[src/rtl/seg7_pkg.sv]
// -----------------------------------------------------------------------------
// seg7_pkg
// Shared definitions for the multiplexed 4-digit seven-segment display link.
//   - Active-low segment codes for hex digits 0..F, z[6:0] = {a,b,c,d,e,f,g}
//   - SEG_BLANK: all segments dark
//   - NUM_DIGITS: number of multiplexed digits
//   - state_t: receive-side frame assembly FSM states
//   - seg_encode(): nibble -> active-low segment code (transmit-side helper)
// -----------------------------------------------------------------------------
package seg7_pkg;

   localparam int NUM_DIGITS = 4;

   localparam logic [6:0] SEG_0     = 7'h01;
   localparam logic [6:0] SEG_1     = 7'h4F;
   localparam logic [6:0] SEG_2     = 7'h12;
   localparam logic [6:0] SEG_3     = 7'h06;
   localparam logic [6:0] SEG_4     = 7'h4C;
   localparam logic [6:0] SEG_5     = 7'h24;
   localparam logic [6:0] SEG_6     = 7'h20;
   localparam logic [6:0] SEG_7     = 7'h0F;
   localparam logic [6:0] SEG_8     = 7'h00;
   localparam logic [6:0] SEG_9     = 7'h04;
   localparam logic [6:0] SEG_A     = 7'h08;
   localparam logic [6:0] SEG_B     = 7'h60;
   localparam logic [6:0] SEG_C     = 7'h31;
   localparam logic [6:0] SEG_D     = 7'h42;
   localparam logic [6:0] SEG_E     = 7'h30;
   localparam logic [6:0] SEG_F     = 7'h38;
   localparam logic [6:0] SEG_BLANK = 7'h7F;

   typedef enum logic {
      COLLECT = 1'b0,
      PUBLISH = 1'b1
   } state_t;

   function automatic logic [6:0] seg_encode(input logic [3:0] nib);
      logic [6:0] s;
      case (nib)
         4'h0:    s = SEG_0;
         4'h1:    s = SEG_1;
         4'h2:    s = SEG_2;
         4'h3:    s = SEG_3;
         4'h4:    s = SEG_4;
         4'h5:    s = SEG_5;
         4'h6:    s = SEG_6;
         4'h7:    s = SEG_7;
         4'h8:    s = SEG_8;
         4'h9:    s = SEG_9;
         4'hA:    s = SEG_A;
         4'hB:    s = SEG_B;
         4'hC:    s = SEG_C;
         4'hD:    s = SEG_D;
         4'hE:    s = SEG_E;
         default: s = SEG_F;
      endcase
      return s;
   endfunction

endpackage

[src/rtl/seg7_pattern_decode.sv]
// -----------------------------------------------------------------------------
// seg7_pattern_decode
// Combinational decode of one active-low seven-segment pattern.
// Ports:
//   seg     in  7  active-low segments {a,b,c,d,e,f,g}
//   nibble  out 4  decoded hex digit (0 for blank or illegal patterns)
//   blank   out 1  all segments dark
//   illegal out 1  pattern is neither a hex glyph nor blank
// -----------------------------------------------------------------------------
module seg7_pattern_decode
   import seg7_pkg::*;
(
   input  logic [6:0] seg,
   output logic [3:0] nibble,
   output logic       blank,
   output logic       illegal
);

   always_comb begin
      nibble  = 4'h0;
      blank   = 1'b0;
      illegal = 1'b0;
      case (seg)
         SEG_0:     nibble = 4'h0;
         SEG_1:     nibble = 4'h1;
         SEG_2:     nibble = 4'h2;
         SEG_3:     nibble = 4'h3;
         SEG_4:     nibble = 4'h4;
         SEG_5:     nibble = 4'h5;
         SEG_6:     nibble = 4'h6;
         SEG_7:     nibble = 4'h7;
         SEG_8:     nibble = 4'h8;
         SEG_9:     nibble = 4'h9;
         SEG_A:     nibble = 4'hA;
         SEG_B:     nibble = 4'hB;
         SEG_C:     nibble = 4'hC;
         SEG_D:     nibble = 4'hD;
         SEG_E:     nibble = 4'hE;
         SEG_F:     nibble = 4'hF;
         SEG_BLANK: blank  = 1'b1;
         default:   illegal = 1'b1;
      endcase
   end

endmodule

[src/rtl/seg7_scan_decoder.sv]
// -----------------------------------------------------------------------------
// seg7_scan_decoder
// Receive side of a multiplexed 4-digit seven-segment display. Watches the
// active-low digit selects and segment lines, samples each digit once per
// stable dwell, and publishes the four reconstructed digits as one word.
// Parameters:
//   SETTLE  cycles a one-hot-low select must be stable before sampling (>=1)
//   TIMEOUT cycles without a capture before a partial frame is discarded
// Ports:
//   clk         in  1   system clock
//   clr         in  1   asynchronous active-low reset
//   x           in  4   digit select, active-low (x[i]=0 selects digit i)
//   z           in  7   segments, active-low {a,b,c,d,e,f,g}
//   value       out 16  decoded digits, digit i in value[4i+3:4i]
//   blank       out 4   per-digit blank flag
//   frame_valid out 1   one-cycle pulse, value/blank are new in this cycle
//   err         out 1   sticky: an illegal segment pattern was captured
//   stale       out 1   sticky: a partial frame was dropped on timeout
// -----------------------------------------------------------------------------
module seg7_scan_decoder
   import seg7_pkg::*;
#(
   parameter int SETTLE  = 4,
   parameter int TIMEOUT = 65536
)(
   input  logic        clk,
   input  logic        clr,
   input  logic [3:0]  x,
   input  logic [6:0]  z,
   output logic [15:0] value,
   output logic [3:0]  blank,
   output logic        frame_valid,
   output logic        err,
   output logic        stale
);

   localparam int SW = $clog2(SETTLE + 1);
   localparam int TW = $clog2(TIMEOUT);

   localparam logic [SW-1:0] SETTLE_MAX   = SW'(SETTLE);
   localparam logic [SW-1:0] SETTLE_ARM   = SW'(SETTLE - 1);
   localparam logic [TW-1:0] TIMEOUT_LAST = TW'(TIMEOUT - 1);

   // Input stage and settle tracking
   logic [3:0]    xr_reg, xprev_reg;
   logic [6:0]    zr_reg;
   logic [SW-1:0] settle_reg, settle_next;

   // Frame assembly
   state_t                  state_reg, state_next;
   logic [NUM_DIGITS-1:0]   seen_reg, seen_next;
   logic [TW-1:0]           tout_reg, tout_next;
   logic [4*NUM_DIGITS-1:0] shadow_val_reg, shadow_val_next;
   logic [NUM_DIGITS-1:0]   shadow_blank_reg, shadow_blank_next;
   logic [15:0]             value_reg, value_next;
   logic [3:0]              blank_reg, blank_next;
   logic                    err_reg, err_next;
   logic                    stale_reg, stale_next;

   logic [NUM_DIGITS-1:0] sel;
   logic [NUM_DIGITS-1:0] seen_hit;
   logic [NUM_DIGITS-1:0] seen_merge;
   logic                  onehot_low;
   logic                  stable;
   logic                  capture;

   logic [3:0] dec_nibble;
   logic       dec_blank;
   logic       dec_illegal;

   seg7_pattern_decode u_decode (
      .seg     (zr_reg),
      .nibble  (dec_nibble),
      .blank   (dec_blank),
      .illegal (dec_illegal)
   );

   assign sel        = ~xr_reg;
   assign onehot_low = $onehot(sel);
   assign stable     = onehot_low && (xr_reg == xprev_reg);

   // Counter saturates so a long dwell strobes only once, on the
   // SETTLE-1 -> SETTLE step.
   always_comb begin
      settle_next = '0;
      if (stable) begin
         settle_next = (settle_reg == SETTLE_MAX) ? settle_reg : settle_reg + 1'b1;
      end
   end

   assign capture    = stable && (settle_reg == SETTLE_ARM);
   assign seen_hit   = capture ? sel : '0;
   assign seen_merge = seen_reg | seen_hit;

   generate
      for (genvar gi = 0; gi < NUM_DIGITS; gi++) begin : g_shadow
         assign shadow_val_next[4*gi +: 4] = seen_hit[gi] ? dec_nibble
                                                          : shadow_val_reg[4*gi +: 4];
         assign shadow_blank_next[gi]      = seen_hit[gi] ? dec_blank
                                                          : shadow_blank_reg[gi];
      end
   endgenerate

   // Frame FSM. value/blank load from the merged shadow on the completing
   // capture so they are already new during the PUBLISH cycle, where
   // frame_valid is high.
   always_comb begin
      state_next  = state_reg;
      seen_next   = seen_reg;
      tout_next   = tout_reg;
      value_next  = value_reg;
      blank_next  = blank_reg;
      stale_next  = stale_reg;
      err_next    = err_reg | (capture & dec_illegal);
      frame_valid = 1'b0;
      case (state_reg)
         COLLECT: begin
            if (capture) begin
               seen_next = seen_merge;
               tout_next = '0;
               if (&seen_merge) begin
                  state_next = PUBLISH;
                  value_next = shadow_val_next;
                  blank_next = shadow_blank_next;
               end
            end else if (seen_reg == '0) begin
               tout_next = '0;
            end else if (tout_reg == TIMEOUT_LAST) begin
               seen_next  = '0;
               stale_next = 1'b1;
               tout_next  = '0;
            end else begin
               tout_next = tout_reg + 1'b1;
            end
         end
         PUBLISH: begin
            frame_valid = 1'b1;
            state_next  = COLLECT;
            // A capture landing here (SETTLE=1, tight scan) starts the next frame.
            seen_next   = seen_hit;
            tout_next   = '0;
         end
         default: begin
            state_next = COLLECT;
            seen_next  = '0;
            tout_next  = '0;
         end
      endcase
   end

   always_ff @(posedge clk or negedge clr) begin
      if (!clr) begin
         xr_reg           <= 4'hF;
         xprev_reg        <= 4'hF;
         zr_reg           <= SEG_BLANK;
         settle_reg       <= '0;
         state_reg        <= COLLECT;
         seen_reg         <= '0;
         tout_reg         <= '0;
         shadow_val_reg   <= '0;
         shadow_blank_reg <= '0;
         value_reg        <= 16'h0000;
         blank_reg        <= 4'b1111;
         err_reg          <= 1'b0;
         stale_reg        <= 1'b0;
      end else begin
         xr_reg           <= x;
         xprev_reg        <= xr_reg;
         zr_reg           <= z;
         settle_reg       <= settle_next;
         state_reg        <= state_next;
         seen_reg         <= seen_next;
         tout_reg         <= tout_next;
         shadow_val_reg   <= shadow_val_next;
         shadow_blank_reg <= shadow_blank_next;
         value_reg        <= value_next;
         blank_reg        <= blank_next;
         err_reg          <= err_next;
         stale_reg        <= stale_next;
      end
   end

   assign value = value_reg;
   assign blank = blank_reg;
   assign err   = err_reg;
   assign stale = stale_reg;

endmodule

[config.mk]
export PLATFORM = sky130hd
export DESIGN_NAME = seg7_scan_decoder
export DESIGN_NICKNAME = d
export VERILOG_FILES = /design/src/rtl/seg7_pkg.sv /design/src/rtl/seg7_pattern_decode.sv /design/src/rtl/seg7_scan_decoder.sv
export SDC_FILE = /design/constraint.sdc
export NUM_CORES = 1
export LEC_CHECK = 0
export CAP_MARGIN = 20
export CORE_UTILIZATION = 45
export DETAILED_ROUTE_END_ITERATION = 8
export PLACE_DENSITY = 0.66
export SYNTH_ARGS = -nofsm -noshare
export SYNTH_HDL_FRONTEND = slang
export SYNTH_SLANG_ARGS = --single-unit
[constraint.sdc]
create_clock -name clk -period 5.2 [get_ports clk]
set_input_delay 0.78 -clock clk [delete_from_list [all_inputs] [get_ports clk]]
set_output_delay 0.78 -clock clk [all_outputs]
set_load 0.03 [all_outputs]
==> results of run 1 <==
-- cells in the mapped netlist, drive strengths merged (9+ instances only) --
cell type  number
xor2           11
inv            11
xnor2           9
buf            12
nor2           22
a31oi          10
a21oi          28
nand3          16
dfrtp          62
dfstp          19
mux2           24
nor3           11
nand2          15
-- report_power, final --
part | internal, mW | switching [mW]
clock network | 0.280 | 0.239
registers | 0.641 | 0.0151
logic | 0.0231 | 0.0314
-- through the flow --
step                cells  cell area (um2)
floorplan             311             3720
global placement      436             4110
detailed placement    436             4110
CTS                   452             4340
global route          452             4340
finish                452             4340
-- final timing paths --
| kind | end | cells after the start | slack [ps] | start |
|---|---|---|---|---|
| setup / recovery | value[15] | 10 | 1910 | xr_reg[3] |
| min in group asynchronous | value[4] | 1 | 550 | clr |
| hold / removal | xprev_reg[2] | 0 | 410 | xr_reg[2] |
| hold reg to reg | xprev_reg[2] | 0 | 410 | xr_reg[2] |
| setup reg to reg | value[15] | 10 | 1910 | xr_reg[3] |
| max in group asynchronous | shadow_val_reg[6] | 1 | 3980 | clr |
-- area by class of cell --
class / instances / area, um2 / share of cell area
Sequential cell: 81 / 2050 / 0.472
Multi-Input combinational cell: 206 / 1540 / 0.354
Timing Repair Buffer: 36 / 355 / 0.0818
Tap cell: 102 / 128 / 0.0294
Clock buffer: 9 / 124 / 0.0285
Clock inverter: 7 / 106 / 0.0245
Inverter: 11 / 41.3 / 0.00950
-- cell families after synthesis --
family | Yosys count | synth area share
DFF | 81 | 0.551
muxes | 24 | 0.0746
and+or+nand+nor | 97 | 0.157
AOI/OAI and AO/OA | 58 | 0.107
buffers and inverters | 24 | 0.0356
xor gates and xnor gates | 20 | 0.0491
adders and majority gates | 7 | 0.0255
-- routing by layer --
metal  wire [um]  GRT usage  vias to the layer above
met5           0          0                        -
met4          81     0.0705                        0
met3         265     0.0353                        9
met2        3180      0.256                       40
met1        3360      0.255                     1214
li1            -          -                     1184
-- critical path: stages, from the launching register on --
cell and delay, ps:
dfstp_2 610, fa_1 420, inv_1 60, ha_1 130
ha_1 230, nor3b_2 210, and4_4 410, nand3_4 140
nor4_4 270, buf_4 320, mux2_2 370
==> flow_summary.json, run 1 <==
{
  "htree_levels": 3,
  "setup_tns_ps": 0,
  "fin_hold_ws_ps": 406,
  "core_um2": 7850,
  "synthToLayoutAreaGrowth_pct": 16.7,
  "yosys_warnings": 0,
  "vias": 2447,
  "clock.fmax_ghz": 0.304,
  "slew_headroom": 0.350,
  "yosysSeqAreaShare": 0.551,
  "cts_tree": "done",
  "drv_cap": 0,
  "cts_made_buffers": 9,
  "final_cell_mix": "62 x dfrtp_1, 34 x clkdlybuf4s50_1, 27 x a21oi_1",
  "wl_um": 6890,
  "critPathMaxFanout": 21,
  "io_pins": 36,
  "place_ws_ps": 1910,
  "ant_nets": 0,
  "clock_tree.buffer_depth": 2,
  "grt_pass1_wl_um": 11600,
  "start_kind": "flop",
  "drt_iter0_drc": 152,
  "finalCritPeriodShare": 0.633,
  "cts_root_buffer": "clkbuf_8",
  "hpwl_um": 4740,
  "gp_congestion": 0.811,
  "drt-vias-per-instance": 5.41,
  "drtPass1Iterations": 4,
  "synth_cell_types": 52,
  "antenna_cells": 0,
  "synth_edf_count": 0,
  "hold_viol_final": 0,
  "synth_nets": 331,
  "antenna_found_initial": 0,
  "postCtsHoldBufs": 0,
  "power.density_nw_per_um2": 283,
  "fin_util": 0.554,
  "worstMarginPinSlew_ps": 975,
  "crit_type": "flop to flop",
  "synthCells": 311,
  "wire_per_inst_um": 15.2,
  "synth_top_area_frac": 0.417,
  "ys.flop_type": "dfrtp_1",
  "report.final.slew_viol_count": 0,
  "clkSlewWorstSetupHoldPaths_ps": 80,
  "finalPower_mw": 1.23,
  "nets": 365,
  "start_util": 0.474,
  "drive_above_1_share": 0.209,
  "finalCriticalPeriod_ps": 3290,
  "min_path_type": "flop to flop",
  "post_cts_buffers": 0,
  "synth_top_area_cell": "dfrtp_1",
  "fill_cells": 677,
  "ys_top_cells_by_area": "dfrtp_1 42%, dfstp_2 13%, mux2_2 5.4%",
  "syn_area_um2": 3720,
  "cp.arrival_ps": 3530,
  "die_x_um": 93.0,
  "postSynth.asyncResetShare": 1.00,
  "rsz0062_at_grt": "no",
  "post-route-drc-count": 0,
  "num_rows": 32,
  "cp.required_ps": 5440,
  "die-area_um2": 8640,
  "grt.overflow.total": 0,
  "outcome": "completed",
  "grt_start_max_net_pins": 82,
  "cts_resized": 0,
  "syn_area_per_cell_um2": 12.0,
  "layout_commonest_cell": "dfrtp_1",
  "fin_skew_ps": 9.55,
  "cts.sinks": 81,
  "io_buffers": 35,
  "die-height_um": 93.0,
  "clk_latency_ps": 350,
  "leakage_nw": 1.87,
  "irDropWorstVdd_uv": 222,
  "grt_pass1_vias": 2350,
  "critPathCaptureType": "flop",
  "setup-violations-final": 0,
  "grt_use_total": 0.175,
  "ys_seq_elements": 81,
  "setup_slack_ps": 1910
}
Note: power is estimated with default switching activity, not from simulation.
==> run 2, diff against run 1 <==
==> constraint.sdc (replaced) <==
create_clock -name clk -period 3.1 [get_ports clk]
set_input_delay 0.465 -clock clk [delete_from_list [all_inputs] [get_ports clk]]
set_output_delay 0.465 -clock clk [all_outputs]
set_load 0.03 [all_outputs]
==> flow_summary.json, run 2 (same netlist as run 1, synthesis figures left out) <==
{
  "slew_headroom": 0.605,
  "synthToLayoutAreaGrowth_pct": 18.7,
  "dpl.cell_count": 446,
  "grt.overflow.total": 0,
  "htree_levels": 3,
  "fill_cells": 711,
  "cts_made_buffers": 9,
  "drt-vias-per-instance": 5.45,
  "crit_path_max_incr_delay_ps": 530,
  "irDropWorstVdd_uv": 228,
  "cts_root_buffer": "clkbuf_8",
  "vias": 2527,
  "critPathCaptureType": "flop",
  "antenna_cells": 0,
  "start_kind": "flop",
  "fin_skew_ps": 12.5,
  "post-route-drc-count": 0,
  "reg2reg_slack_ps": 160,
  "hold_viol_final": 0,
  "grt_pass1_wl_um": 12600,
  "drv_cap": 0,
  "clock_tree.buffer_depth": 2,
  "num_rows": 32,
  "wire_per_inst_um": 15.9,
  "cp.arrival_ps": 3190,
  "worstMarginPinSlew_ps": 587,
  "min_path_type": "flop to flop",
  "cp.required_ps": 3350,
  "drtPass1Iterations": 4,
  "antenna_found_initial": 0,
  "crit_type": "flop to flop",
  "drt_iter0_drc": 200,
  "die-area_um2": 8640,
  "finalCriticalPeriod_ps": 2940,
  "setup_slack_ps": 156,
  "finalCritPeriodShare": 0.950,
  "io_pins": 36,
  "report.final.slew_viol_count": 0,
  "setup_tns_ps": 0,
  "crit_chain": "fa_1, inv_1, ha_1, ha_1, nor3b_2, and4_4, nand3_4, nor4_4, buf_6, mux2_2",
  "clkSlewWorstSetupHoldPaths_ps": 90,
  "grt_pass1_vias": 2548,
  "hpwl_um": 5100,
  "fin_hold_ws_ps": 417,
  "wl_um": 7370,
  "gp_congestion": 0.826,
  "critPathMaxFanout": 11,
  "nets": 377,
  "die-height_um": 93.0,
  "ant_nets": 0,
  "reg2regPathDepth": 10,
  "leakage_nw": 1.92,
  "finalNonFillerCells": 464,
  "cpMostUsedCell": "ha_1",
  "grt_start_max_net_pins": 82,
  "whs_path_depth": 0,
  "io_buffers": 35,
  "final_cell_mix": "62 x dfrtp_1, 34 x clkdlybuf4s50_1, 27 x a21oi_1",
  "rsz0062_at_grt": "no",
  "place_ws_ps": 15.1,
  "power.density_nw_per_um2": 433,
  "clock.fmax_ghz": 0.340,
  "clk_latency_ps": 360,
  "cp_slowest_cell": "fa_1",
  "layout_commonest_cell": "dfrtp_1",
  "drive_above_1_share": 0.232,
  "setup-violations-final": 0,
  "cts_tree": "done",
  "start_util": 0.474,
  "core_um2": 7850,
  "die_x_um": 93.0,
  "outcome": "completed",
  "cts.sinks": 81,
  "grt_use_total": 0.191
}
==> run 2: cell count changes in the layout (fill, tap and decap cells not counted), moves of 2 or more <==
cell	before	now
buf_6	0	2
bufinv_16	2	0
clkinvlp_4	0	3
buf_4	2	10
==> run 2: layout make-up <==
| class | count | area (um2) | share of cell area |
|---|---|---|---|
| inverters | 11 | 41.3 | 0.00935 |
| well taps | 102 | 128 | 0.0289 |
| clock buffers | 9 | 124 | 0.0280 |
| multi-input cells | 206 | 1550 | 0.350 |
| flip-flops and latches | 81 | 2050 | 0.464 |
| clock inverters | 7 | 53.8 | 0.0122 |
| repair buffers | 48 | 475 | 0.108 |
==> run 2: critical path: cells and delay by family, from the launching register on <==
kind	cells	cell delay, ps
adder cells (fa/ha/maj)	3	1000
AND/OR/NAND/NOR	4	850
flip-flops	1	390
multiplexers	1	350
buffers and inverters	2	260
==> run 2: power by group <==
part	total (mW)	leakage (nW)	internal [mW]	switching [mW]
registers	1.10	1.07	1.08	0.0232
clock network	0.709	0.0827	0.297	0.411
logic	0.104	0.771	0.0465	0.0579
total	1.91	1.92	1.42	0.493
==> run 2: metal layers <==
layer	share of wire	routed length (um)	track usage	vias to the layer above
met5	0	0	0	-
met4	0.019	142	0.0833	0
met3	0.048	354	0.0411	11
met2	0.47	3450	0.278	53
met1	0.46	3420	0.275	1260
li1	-	-	-	1203
==> run 2: what timing repair did <==
| item | 4_1_cts | 5_1_grt |
|---|---|---|
| cloned | 0 | 0 |
| pin swaps | 0 | 1 |
| hold buffers | 0 | 1 |
| buffers inserted | 0 | 0 |
| hold endpoints to repair | 0 | 14 |
| gates resized for setup | 0 | 3 |
| endpoints found under the setup margin | 1 | 19 |
==> run 2: through the flow <==
step / util / instance area, um2 / power, mW
global placement: 0.534 / 4190 / 1.22
floorplan: - / 3720 / 1.17
detailed placement: 0.534 / 4190 / 1.22
CTS: 0.556 / 4370 / 1.92
finish: 0.563 / 4420 / 1.91
global route: 0.563 / 4420 / 1.99
==> run 2: worst paths after layout <==
kind | start | end
setup reg to reg | xr_reg[0] | value[1]
min in group asynchronous | clr | value[5]
setup / recovery | xr_reg[0] | value[1]
hold reg to reg | xr_reg[2] | xprev_reg[2]
hold / removal | xr_reg[2] | xprev_reg[2]
max in group asynchronous | clr | xr_reg[3]
==> run 3, diff against run 2 <==
--- a/config.mk
+++ b/config.mk
@@ -11,4 +11,5 @@
 export PLACE_DENSITY = 0.66
 export SYNTH_ARGS = -nofsm -noshare
 export SYNTH_HDL_FRONTEND = slang
+export SYNTH_HIERARCHICAL = 1
 export SYNTH_SLANG_ARGS = --single-unit
==> flow_summary.json, run 3 <==
{
  "io_pins": 36,
  "place_ws_ps": -28.8,
  "gp_congestion": 0.799,
  "nets": 385,
  "cp.required_ps": 3330,
  "start_kind": "flop",
  "r2r_end": "value[2]",
  "clockPowerShare": 0.391,
  "crit_type": "flop to flop",
  "antenna_cells": 0,
  "reg2regPathDepth": 10,
  "clock.fmax_ghz": 0.332,
  "holdPathEnd": "blank[1]",
  "num_rows": 32,
  "setup_slack_ps": 90.4,
  "netSwitchingFraction": 0.240,
  "ys.flop_type": "dfrtp_1",
  "irDropWorstVdd_uv": 253,
  "clkSlewWorstSetupHoldPaths_ps": 90,
  "crit_path_max_incr_delay_ps": 560,
  "synth_nets": 334,
  "crit_chain": "fa_1, inv_1, ha_2, ha_1, or3b_4, nor4_4, buf_4, nand2_8, mux2_4, mux2_4",
  "slew_headroom": 0.464,
  "finalCritPeriodShare": 0.971,
  "clk_latency_ps": 350,
  "power.density_nw_per_um2": 438,
  "ant_nets": 0,
  "grt_pass1_vias": 2409,
  "ys_top_cells_by_area": "dfrtp_1 41%, dfstp_2 13%, mux2_2 6.0%",
  "worstHoldStart": "blank[1]",
  "clock_tree.buffer_depth": 2,
  "drt_iter0_drc": 101,
  "worst_path_dominant_cell_family": "adder cells",
  "critPathMaxFanout": 5,
  "critPathCaptureType": "flop",
  "synth_cell_types": 57,
  "setup_tns_ps": 0,
  "wire_per_inst_um": 14.7,
  "finalCriticalPeriod_ps": 3010,
  "drtPass1Iterations": 4,
  "cts_made_buffers": 9,
  "ys_seq_elements": 81,
  "internal_power_mw": 1.51,
  "worstMarginPinSlew_ps": 795,
  "grt.overflow.total": 0,
  "final_cell_mix": "62 x dfrtp_1, 34 x clkdlybuf4s50_1, 27 x nand2_1",
  "finalNonFillerCells": 472,
  "hold_viol_final": 0,
  "drt-vias-per-instance": 5.21,
  "setup-violations-final": 0,
  "drv_cap": 0,
  "drive_above_1_share": 0.254,
  "start_util": 0.475,
  "leakage_nw": 1.97,
  "yosysSeqAreaShare": 0.547,
  "reg2reg_slack_ps": 90,
  "synthToLayoutAreaGrowth_pct": 20.8,
  "syn_area_per_cell_um2": 11.9,
  "die_x_um": 93.3,
  "synth_top_area_frac": 0.414,
  "synthCells": 314,
  "fill_cells": 648,
  "whs_path_depth": 2,
  "vias": 2461,
  "synth_top_area_cell": "dfrtp_1",
  "cp.arrival_ps": 3240,
  "syn_area_um2": 3750,
  "synth_edf_count": 0,
  "cts_root_buffer": "clkbuf_8",
  "wl_um": 6960,
  "cpMostUsedCell": "mux2_4",
  "pwr-share-seq": 0.551,
  "report.final.slew_viol_count": 0,
  "cts_tree": "done",
  "hpwl_um": 4660,
  "grt_start_max_net_pins": 82,
  "postSynth.asyncResetShare": 1.00,
  "io_buffers": 35,
  "yosysMostFrequentCell": "dfrtp_1",
  "layout_commonest_cell": "dfrtp_1",
  "outcome": "completed",
  "rr_startpoint": "xr_reg[3]",
  "htree_levels": 3,
  "dpl.cell_count": 451,
  "core_um2": 7890,
  "p_switching_mw": 0.477,
  "die-height_um": 93.3,
  "antenna_found_initial": 0,
  "min_path_type": "flop to flop",
  "die-area_um2": 8700,
  "yosys_warnings": 6,
  "grt_pass1_wl_um": 11700,
  "pwr-share-comb": 0.058,
  "cp_slowest_cell": "dfstp_2",
  "post-route-drc-count": 0,
  "cts.sinks": 81,
  "fin_skew_ps": 13.5,
  "grt_use_total": 0.175,
  "synth_commonest_cells": "62 x dfrtp_1, 28 x nand2_1, 24 x nor2_1",
  "crit_buf_inv": 2
}
run 3: cell count changes in the layout (fill, tap and decap cells not counted), moves of 4 or more:
| cell | previous run | this run |
|---|---|---|
| buf_4 | 10 | 17 |
| inv_1 | 11 | 16 |
| nand2_1 | 15 | 27 |
| o32ai_1 | 0 | 5 |
| a31oi_1 | 10 | 1 |
| mux2_4 | 2 | 6 |
| and3_1 | 8 | 2 |
| nand3_1 | 15 | 11 |
| a21oi_1 | 27 | 3 |
| mux2_1 | 4 | 0 |
| mux2i_1 | 0 | 15 |
| o21ai_0 | 1 | 16 |
run 3: tightest hold or removal path, cell delays in order, from the launching register on:
cell	delay (ps)
dfstp_2	380
nand2_1	40
o21ai_1	50
run 3: routing by layer:
| metal | vias up | global-route usage | wire length [um] |
|---|---|---|---|
| met5 | - | 0 | 0 |
| met4 | 0 | 0.0679 | 78 |
| met3 | 10 | 0.0341 | 190 |
| met2 | 40 | 0.277 | 3320 |
| met1 | 1214 | 0.238 | 3370 |
| li1 | 1197 | - | - |
run 3: worst max path at each step:
stage | endpoint | slack (ps) | from | cells after the start
3_5_place_dp | value[1] | -30 | xr_reg[0] | 10
3_3_place_gp | value[1] | 40 | xr_reg[0] | 10
2_1_floorplan | value[0] | 70 | xr_reg[0] | 10
4_1_cts | shadow_val_reg[15] | 30 | xr_reg[0] | 11
6_report | value[2] | 90 | xr_reg[3] | 10
5_1_grt | value[2] | -20 | xr_reg[3] | 10
run 3: metrics by stage:
| step | cell area (um2) | hold slack (ps) | power, mW | utilization |
|---|---|---|---|---|
| 3_3_place_gp | 4230 | 459 | 1.22 | 0.536 |
| 3_5_place_dp | 4230 | 456 | 1.22 | 0.536 |
| 6_report | 4530 | 466 | 1.99 | 0.574 |
| 4_1_cts | 4430 | 308 | 2.01 | 0.562 |
| 2_1_floorplan | 3750 | 169 | 1.17 | - |
| 5_1_grt | 4530 | 495 | 2.07 | 0.574 |
run 3: repair_timing:
item,4_1_cts,5_1_grt
buffers inserted,0,3
pin swaps,0,3
hold endpoints to repair,0,16
hold buffers,0,1
setup endpoints to repair,9,19
resized for setup,2,8
run 3: area by class of cell:
cell class,instances,area [um2],area share
clock inverter,7,76.3,0.0169
clock buffer,9,124,0.0274
multi-input combinational,203,1570,0.347
tap,102,128,0.0282
sequential,81,2050,0.453
inverter,16,60.1,0.0133
timing repair buffer,54,517,0.114
run 3: cell families (layout without fill, tap and decap cells):
| logic type | count (synthesis) | after routing | synth area share |
|---|---|---|---|
| XOR/XNOR | 22 | 22 | 0.0514 |
| AO/OA/AOI/OAI | 41 | 41 | 0.0801 |
| AND/OR/NAND/NOR | 93 | 93 | 0.134 |
| adder cells (fa/ha/maj) | 7 | 7 | 0.0254 |
| flip-flops | 81 | 81 | 0.547 |
| buffers and inverters | 30 | 86 | 0.0424 |
| multiplexers | 40 | 40 | 0.120 |
run 3: power by group through the flow:
| stage | logic (mW) | registers (mW) | clock network, mW |
|---|---|---|---|
| after floorplan | 0.0723 | 1.10 | 0 |
| after global placement | 0.107 | 1.11 | 0 |
| after detailed placement | 0.109 | 1.11 | 0 |
| after CTS | 0.110 | 1.09 | 0.803 |
| after global routing | 0.129 | 1.10 | 0.849 |
| final | 0.116 | 1.09 | 0.776 |
